==> src/rtl/div_unit.sv <==
// div_unit: iterative 32-bit restoring divider for DIV/DIVU/REM/REMU.
// Optional DIV_ZERO_FAST_EN: a zero divisor finishes in one cycle.
module div_unit (
  input  logic        clk_i,
  input  logic        rstn_i,
  input  logic        start_i,
  input  logic [1:0]  op_i,
  input  logic [31:0] dividend_i,
  input  logic [31:0] divisor_i,
  input  logic        flush_i,
  output logic        busy_o,
  output logic        valid_o,
  output logic [31:0] result_o
);

  typedef enum logic [1:0] {
    IDLE = 2'd0,
    CALC = 2'd1,
    DONE = 2'd2
  } state_e;

  state_e      state_q, state_d;
  logic        busy_q, busy_d;
  logic        valid_q, valid_d;
  logic [1:0]  op_q;
  logic        qsign_q;
  logic        rsign_q;
  logic [32:0] rem_q;
  logic [31:0] quot_q;
  logic [31:0] dvsr_q;
  logic [4:0]  cnt_q;
  logic [31:0] result_q;

  logic        accept;
  logic        zero_fast;
  logic        signed_op;
  logic [31:0] a_mag;
  logic [31:0] b_mag;
  logic        qsign_in;
  logic        rsign_in;
  logic [32:0] rem_sh;
  logic [32:0] trial;
  logic        take;
  logic [32:0] rem_nx;
  logic [31:0] quot_nx;
  logic [31:0] q_fin;
  logic [31:0] r_fin;
  logic [31:0] res_fin;
  logic [31:0] res_zero;
  logic        last;

  // A new request is taken only when idle or finishing, and never on flush
  assign accept = start_i & ~flush_i & (state_q != CALC);
  assign last   = (cnt_q == 5'd31);

`ifdef DIV_ZERO_FAST_EN
  assign zero_fast = (divisor_i == 32'd0);
`else
  assign zero_fast = 1'b0;
`endif

  // Operand conditioning: magnitudes and result signs
  assign signed_op = ~op_i[0];
  assign a_mag     = (signed_op & dividend_i[31]) ? (~dividend_i + 32'd1)
                                                  : dividend_i;
  assign b_mag     = (signed_op & divisor_i[31]) ? (~divisor_i + 32'd1)
                                                 : divisor_i;
  assign qsign_in  = signed_op & (dividend_i[31] ^ divisor_i[31])
                   & (divisor_i != 32'd0);
  assign rsign_in  = signed_op & dividend_i[31];
  assign res_zero  = op_i[1] ? dividend_i : 32'hFFFF_FFFF;

  // One restoring step: shift in the next dividend bit, trial subtract
  assign rem_sh  = {rem_q[31:0], quot_q[31]};
  assign trial   = rem_sh - {1'b0, dvsr_q};
  assign take    = rem_q[32] | ~trial[32];
  assign rem_nx  = take ? trial : rem_sh;
  assign quot_nx = {quot_q[30:0], take};

  // Final sign fix-up of the selected result
  assign q_fin   = qsign_q ? (~quot_nx + 32'd1) : quot_nx;
  assign r_fin   = rsign_q ? (~rem_nx[31:0] + 32'd1) : rem_nx[31:0];
  assign res_fin = op_q[1] ? r_fin : q_fin;

  // State and registered status flags
  always_ff @(posedge clk_i or negedge rstn_i) begin
    if (!rstn_i) begin
      state_q <= IDLE;
      busy_q  <= 1'b0;
      valid_q <= 1'b0;
    end else begin
      state_q <= state_d;
      busy_q  <= busy_d;
      valid_q <= valid_d;
    end
  end

  // Next-state selection; flush overrides everything
  always_comb begin
    state_d = state_q;
    unique case (state_q)
      IDLE: begin
        if (accept) state_d = zero_fast ? DONE : CALC;
      end
      CALC: begin
        if (last) state_d = DONE;
      end
      DONE: begin
        if (accept) state_d = zero_fast ? DONE : CALC;
        else        state_d = IDLE;
      end
      default: state_d = IDLE;
    endcase
    if (flush_i) state_d = IDLE;
  end

  // Status flags follow the state being entered
  always_comb begin
    busy_d  = (state_d == CALC);
    valid_d = (state_d == DONE);
  end

  // Datapath: operand capture, iteration and result latch
  always_ff @(posedge clk_i or negedge rstn_i) begin
    if (!rstn_i) begin
      op_q     <= 2'd0;
      qsign_q  <= 1'b0;
      rsign_q  <= 1'b0;
      rem_q    <= 33'd0;
      quot_q   <= 32'd0;
      dvsr_q   <= 32'd0;
      cnt_q    <= 5'd0;
      result_q <= 32'd0;
    end else if (accept) begin
      op_q    <= op_i;
      qsign_q <= qsign_in;
      rsign_q <= rsign_in;
      rem_q   <= 33'd0;
      quot_q  <= a_mag;
      dvsr_q  <= b_mag;
      cnt_q   <= 5'd0;
      if (zero_fast) result_q <= res_zero;
    end else if (state_q == CALC) begin
      rem_q  <= rem_nx;
      quot_q <= quot_nx;
      cnt_q  <= cnt_q + 5'd1;
      if (last && !flush_i) result_q <= res_fin;
    end
  end

  assign busy_o   = busy_q;
  assign valid_o  = valid_q;
  assign result_o = result_q;

endmodule
==> config.mk <==
export PLATFORM = sky130hd
export DESIGN_NAME = div_unit
export DESIGN_NICKNAME = d
export VERILOG_FILES = /design/src/rtl/div_unit.sv
export SDC_FILE = /design/constraint.sdc
export NUM_CORES = 1
export LEC_CHECK = 0
export CORE_MARGIN = 1
export CORE_UTILIZATION = 40
export DETAILED_ROUTE_END_ITERATION = 7
export PLACE_DENSITY = 0.66
export RECOVER_POWER = 25
export SYNTH_ARGS = -nofsm -noshare
export SYNTH_HDL_FRONTEND = slang
export SYNTH_SLANG_ARGS = --single-unit
==> constraint.sdc <==
create_clock -name clk_i -period 8.7 [get_ports clk_i]
set_input_delay 1.74 -clock clk_i [delete_from_list [all_inputs] [get_ports clk_i]]
set_output_delay 1.74 -clock clk_i [all_outputs]
set_load 0.01 [all_outputs]
==> results of run 1 <==
worst max-delay path, stage by stage (launching register included):
cell and delay, ns:
sky130_fd_sc_hd__dfrtp_1 0.41, sky130_fd_sc_hd__inv_1 0.07, sky130_fd_sc_hd__ha_1 0.24, sky130_fd_sc_hd__fa_1 0.41
sky130_fd_sc_hd__nand2b_2 0.23, sky130_fd_sc_hd__a211oi_4 0.35, sky130_fd_sc_hd__o21ai_2 0.19, sky130_fd_sc_hd__a211o_1 0.35
sky130_fd_sc_hd__a21boi_4 0.27, sky130_fd_sc_hd__nor2_4 0.12, sky130_fd_sc_hd__buf_4 0.35, sky130_fd_sc_hd__inv_1 0.15
sky130_fd_sc_hd__ha_1 0.29, sky130_fd_sc_hd__nand4_1 0.18, sky130_fd_sc_hd__or4_1 0.55, sky130_fd_sc_hd__o21ai_0 0.25
sky130_fd_sc_hd__xnor2_1 0.15, sky130_fd_sc_hd__nor2_1 0.05, sky130_fd_sc_hd__a31oi_1 0.15, sky130_fd_sc_hd__o31ai_1 0.09
sky130_fd_sc_hd__a211o_1 0.25, sky130_fd_sc_hd__o21ai_1 0.11
synthesized netlist by cell type (all sizes together), types with 24 or more instances:
cell    instances
nor3           27
dfrtp         141
inv            57
nand2         204
ha             38
buf            24
nor2          100
or3            26
xnor2          70
mux2i          35
o21ai         225
xor2           54
a21oi         107
clkbuf         48
layout by cell type, fill, tap and decap left out, types with 38 or more instances in the layout:
cell                              netlist  layout
sky130_fd_sc_hd__dfrtp_1              141     141
sky130_fd_sc_hd__xnor2_1               70      70
sky130_fd_sc_hd__o21ai_0              212     212
sky130_fd_sc_hd__nor2_1                99      97
sky130_fd_sc_hd__xor2_1                54      54
sky130_fd_sc_hd__inv_1                 57      57
sky130_fd_sc_hd__ha_1                  38      38
sky130_fd_sc_hd__a21oi_1              105     105
sky130_fd_sc_hd__clkdlybuf4s50_1        0     101
sky130_fd_sc_hd__nand2_1              204     203
worst paths after layout:
kind | cells after the start | start | endpoint
setup / recovery | 21 | quot_q[31] | result_o[24]
hold / removal | 2 | dvsr_q[20] | dvsr_q[20]
setup reg to reg | 21 | quot_q[31] | result_o[24]
hold reg to reg | 2 | dvsr_q[20] | dvsr_q[20]
max in group asynchronous | 2 | rstn_i | result_o[11]
min in group asynchronous | 1 | rstn_i | dvsr_q[2]
cell families (layout without fill, tap and decap cells):
kind of cell,after synthesis,count (layout),synth area share (%)
adders and majority gates,39,39,4.367
xor gates and xnor gates,124,124,9.571
buffers and inverters,130,204,4.642
AOI/OAI and AO/OA,489,489,26.36
muxes,44,44,4.014
DFF,141,141,31.09
and+or+nand+nor,481,481,19.95
layer usage:
| layer | routed length [um] | share of wire (%) | track usage, % |
|---|---|---|---|
| met1 | 14790 | 45 | 30.55 |
| met2 | 15730 | 48 | 38.70 |
| met3 | 1461 | 4.4 | 3.488 |
| met4 | 1006 | 3.0 | 8.539 |
| met5 | 0 | 0 | 0 |
area by class of cell:
type,count,area (um2),area share [%]
Tap cell,378,473.0,3.567
Timing Repair Buffer,114,1100,8.294
Sequential cell,141,3528,26.61
Multi-Input combinational cell,1177,7322,55.22
Inverter,58,217.7,1.642
Clock inverter,14,180.2,1.359
Clock buffer,18,439.2,3.312
power groups by stage:
stage          Combinational [W]  Clock (W)  Sequential [W]
5_1_grt                  0.00340   0.000818         0.00102
3_3_place_gp             0.00301          0         0.00100
2_1_floorplan            0.00235          0        0.000927
3_5_place_dp             0.00304          0         0.00100
4_1_cts                  0.00306   0.000788        0.000993
6_report                 0.00309   0.000778        0.000998
state kept, by name, indices dropped and copies added, names as in the netlist:
register,flops
busy_o,1
cnt_q,5
dvsr_q,32
op_q,1
qsign_q,1
quot_q,32
rem_q,33
result_o,32
rsign_q,1
state_q,2
valid_o,1
per-stage QoR:
stage / std cells / instance area (um2) / power (W)
2_1_floorplan: 1448 / 11350 / 0.003281
5_1_grt: 1900 / 13260 / 0.005237
6_report: 1900 / 13260 / 0.004862
3_3_place_gp: 1868 / 12660 / 0.004016
4_1_cts: 1900 / 13280 / 0.004846
3_5_place_dp: 1868 / 12660 / 0.004047
==> flow_summary.toml, run 1 <==
[cells_and_area]
fillCellCount = 2722
final_core_utilization_pct = 47.60
layout-drive-gt1-share_pct = 4.862
n_antenna_cell = 0
nNetsFinal = 1618
layout_area_growth_over_synthesis_pct = 16.86

[yosys]
mappedNetlistArea_mm2 = 0.01135
synth_top_cell_area_share_pct = 31.09
mappedNetlistNets = 1557
synth_area_leader_cell = "sky130_fd_sc_hd__dfrtp_1"
synth_enable_flop_cells = 0
synth_top_area_cells = "sky130_fd_sc_hd__dfrtp_1, sky130_fd_sc_hd__o21ai_0, sky130_fd_sc_hd__nand2_1"
synthCells = 1448
synthesis_stage_register_bit_count = 141
post_synth.cell_area_avg_um2 = 7.836
asyncSetResetFlopFracSynth_pct = 100.0
seq_area_frac_synth_pct = 31.09
netlist-cell-type-count = 82
synth_warnings = 0
synth_flop_cell = "sky130_fd_sc_hd__dfrtp_1"

[place]
post-place-ws_ns = 3.492
io_buffer_count = 103
place.detailed.hpwl_mm = 24.85
gp_routability_congestion = 0.8884

[sta]
post-route-min-period_ns = 5.328
hold_viol = 0
slew_violations = 116
setup_ws_ns = 3.372
maxSlewHeadroom_pct = -182.0
holdWs_ns = 0.4792
max_clock_freq_mhz = 187.7
min_period_over_period_pct = 61.24
report.final.setup_viol = 0
finalSetupTns_ns = 0
worst_slew_pin_slew_ns = 4.230
grt_setup_unrepaired = "no"
clock-skew-final_ns = 0.01737

[global_route]
grt_max_degree = 77
number_of_antenna_violations_at_the_first_check_in_global_routing = 0
grt_overflow_total = 0
via_count_of_the_first_global_routing_pass = 10200
global_route_wire_length_before_repair_mm = 53.18
grt.total_usage_pct = 23.29

[critical_path]
timing.reg2reg.setup_slack_ns = 3.37
worst-endpoint-required_ns = 9.04
critical_path_capture_point_type = "flip-flop"
critPathLaunchType = "flip-flop"
crit_arrival_ns = 5.67
crit_path_max_fanout = 49
worstSetupPathType = "reg2reg"

[routing]
via_count = 10820
drcViolationCount = 0
final_antenna_net_count = 0
drt_first_pass_iters = 5
post_drt_wl_per_cell_um = 17.36
drt-vias-per-instance = 5.697
drt_iter0_markers = 778
postRouteWirelength_mm = 32.99

[clocking]
tritoncts = "built"
post_cts_resized = 0
postCtsSetupBuffers = 0
cts.hold.buffers_added = 0
clock_sinks = 141
cts-buffers-inserted = 17
cts.path.max_buffers = 2
clkSlewWorstSetupHoldPaths_ns = 0.06
htree_levels = 4
cts.root.buffer_cell = "sky130_fd_sc_hd__clkbuf_16"
clk_latency_worst_skew_pair_ns = 0.44

[job]
maxCapViolCount = 2

[power_and_ir_drop]
p_sw_w = 0.002456
power.density_mw_per_mm2 = 366.7
share_clk_of_total_power_pct = 16.0
static_leak_nw = 5.396
ir_worst_vdd_uv = 233.7
switching_share_pct = 50.51
combPwrFrac_pct = 63.5
p_seq_share_pct = 20.5
internal_power_w = 0.002406

[status]
run_status = "complete, but fails checks"
violations = "max-capacitance violations, max-slew violations"

[floorplan]
die_height_um = 170.4
die_width_um = 170.4
floorplan.core_area_mm2 = 0.02786
rows = 61
die_area_mm2 = 0.02904
floorplan.initialDensity_pct = 40.73
num_io_pins = 104

[min_path]
min-delay-path-class = "reg2reg"
Power figures use the tool's default switching activity.
==> run 2, diff against run 1 <==
==> constraint.sdc (replaced) <==
create_clock -name clk_i -period 5.4 [get_ports clk_i]
set_input_delay 1.08 -clock clk_i [delete_from_list [all_inputs] [get_ports clk_i]]
set_output_delay 1.08 -clock clk_i [all_outputs]
set_load 0.01 [all_outputs]
==> run 2 against run 1 <==
Effect of this change:
- the flow still finishes with violations (max-capacitance violations, max-slew violations)
- clock skew fell by 0.0075 ns
- largest power group unchanged
- critical path type unchanged
- sequential power up 62%
- critical path depth is 1 lower
- fmax rose by 6.5%
==> flow_summary.toml, run 2 (synthesis results as in run 1) <==
[critical_path]
reg2reg_from = "quot_q[31]"
startpoint = "quot_q[31]"
worst-endpoint-required_ns = 5.76
timing.rr.end = "result_o[24]"
timing.reg2reg.setup_slack_ns = 0.40
slowest_delay_ns = 0.54
crit_path_max_fanout = 18
worst-r2r-cell-count = 20
critical_path_capture_point_type = "flip-flop"
critPathLaunchType = "flip-flop"
crit_path_top_delay_cell = "sky130_fd_sc_hd__or4_1"
critical_path.endpoint = "result_o[24]"
ordered_cell_list_for_the_critical_path = "inv_1, ha_1, fa_1, nand2b_2, a211oi_4, o21ai_2, a211o_1, a21boi_4, nor2_4, inv_1, ha_1, nand4_1, or4_1, o21ai_0, xnor2_1, nor2_1, a31oi_1, o31ai_1, a211o_1, o21ai_1"
worstSetupPathType = "reg2reg"
crit_arrival_ns = 5.36

[floorplan]
die_height_um = 170.4
rows = 61
die_area_mm2 = 0.02904
num_io_pins = 104
floorplan.core_area_mm2 = 0.02786
floorplan.initialDensity_pct = 40.73
die_width_um = 170.4

[global_route]
via_count_of_the_first_global_routing_pass = 10340
grt_overflow_total = 0
grt_max_degree = 105
grt.total_usage_pct = 23.67
number_of_antenna_violations_at_the_first_check_in_global_routing = 0
global_route_wire_length_before_repair_mm = 54.05

[cells_and_area]
post-route-cell-area_mm2 = 0.01324
layout_commonest_cell = "sky130_fd_sc_hd__o21ai_0"
fillCellCount = 2747
top_reg_by_flops = "rem_q"
final_core_utilization_pct = 47.54
nNetsFinal = 1619
flip_flop_count_of_the_largest_register_all_copies_and_words_added = 33
layout_common_cells = "sky130_fd_sc_hd__o21ai_0, sky130_fd_sc_hd__nand2_1, sky130_fd_sc_hd__dfrtp_1, sky130_fd_sc_hd__a21oi_1, sky130_fd_sc_hd__clkdlybuf4s50_1"
n_antenna_cell = 0
layout-drive-gt1-share_pct = 5.121
layout_area_growth_over_synthesis_pct = 16.72

[power_and_ir_drop]
static_leak_nw = 5.395
power.density_mw_per_mm2 = 594.0
share_clk_of_total_power_pct = 15.4
p_sw_w = 0.004024
p_seq_share_pct = 20.7
switching_share_pct = 51.14
combPwrFrac_pct = 64.0
ir_worst_vdd_uv = 348.3
internal_power_w = 0.003843

[routing]
postRouteWirelength_mm = 33.57
final_antenna_net_count = 0
drt-vias-per-instance = 5.740
post_drt_wl_per_cell_um = 17.66
drcViolationCount = 0
drt_first_pass_iters = 6
via_count = 10910
drt_iter0_markers = 881

[sta]
slew_violations = 105
post-route-min-period_ns = 5.003
worst_slew_pin_slew_ns = 2.777
grt_setup_unrepaired = "no"
setup_ws_ns = 0.3968
clock-skew-final_ns = 0.009887
report.final.setup_viol = 0
maxSlewHeadroom_pct = -85.11
hold_viol = 0
min_period_over_period_pct = 92.65
finalSetupTns_ns = 0
max_clock_freq_mhz = 199.9

[place]
post-place-ws_ns = 0.4821
placed_area_mm2 = 0.01266
place.detailed.hpwl_mm = 24.97
io_buffer_count = 103
gp_routability_congestion = 0.8746

[status]
run_status = "complete, but fails checks"
violations = "max-capacitance violations, max-slew violations"

[min_path]
min-delay-path-class = "reg2reg"

[clocking]
cts-buffers-inserted = 17
tritoncts = "built"
htree_levels = 4
cts.hold.buffers_added = 0
clock_sinks = 141
clk_latency_worst_skew_pair_ns = 0.44
cts.root.buffer_cell = "sky130_fd_sc_hd__clkbuf_16"
clkSlewWorstSetupHoldPaths_ns = 0.07
cts.path.max_buffers = 2
post_cts_resized = 0
postCtsSetupBuffers = 0

[job]
maxCapViolCount = 1
-- run 2: critical path, delay by kind of cell, from the launching register on --
kind / cells / cell delay [ns]
adder cells (fa/ha/maj): 3 / 0.97
XOR/XNOR: 1 / 0.14
flip-flops: 1 / 0.40
AO/OA/AOI/OAI: 9 / 2.04
buffers and inverters: 2 / 0.23
AND/OR/NAND/NOR: 5 / 1.15
-- run 2: metal layers --
layer | share of wire [%] | global-route usage, % | vias up
met5 | 0 | 0 | -
met4 | 3.0 | 8.108 | 0
met3 | 4.3 | 3.372 | 72
met2 | 47 | 38.81 | 347
met1 | 45 | 31.82 | 5167
li1 | - | - | 5326
-- run 2: worst min path at each step --
stage                     slack, ns  cells after the start          end   startpoint
after CTS                      0.48                      2    dvsr_q[9]    dvsr_q[9]
after detailed placement       0.47                      2    dvsr_q[9]    dvsr_q[9]
final                          0.48                      2  result_o[7]  result_o[7]
after global placement         0.46                      2  result_o[7]  result_o[7]
after floorplan                0.44                      1     cnt_q[3]     cnt_q[3]
after global routing           0.50                      2    dvsr_q[7]    dvsr_q[7]
-- run 2: cell type report --
cell class / instances / area, um2 / share of cell area (%)
Clock buffer: 17 / 425.4 / 3.212
Tap cell: 378 / 473.0 / 3.571
Clock inverter: 15 / 161.4 / 1.219
Multi-Input combinational cell: 1177 / 7322 / 55.29
Inverter: 58 / 217.7 / 1.644
Timing Repair Buffer: 115 / 1116 / 8.427
Sequential cell: 141 / 3528 / 26.64
-- run 2: through the flow --
stage               cells  hold WS (ns)  power, W
floorplan            1448        0.4425  0.005286
global placement     1869        0.4639  0.006523
detailed placement   1869        0.4702  0.006578
CTS                  1901        0.4846  0.007817
global route         1901        0.5042  0.008425
finish               1901        0.4790  0.007867
-- run 2: power groups by stage --
stage	clock (W)	sequential (W)	combinational, W
2_1_floorplan	0	0.00149	0.00379
3_3_place_gp	0	0.00162	0.00490
3_5_place_dp	0	0.00163	0.00495
4_1_cts	0.00122	0.00162	0.00498
5_1_grt	0.00127	0.00165	0.00550
6_report	0.00121	0.00162	0.00503
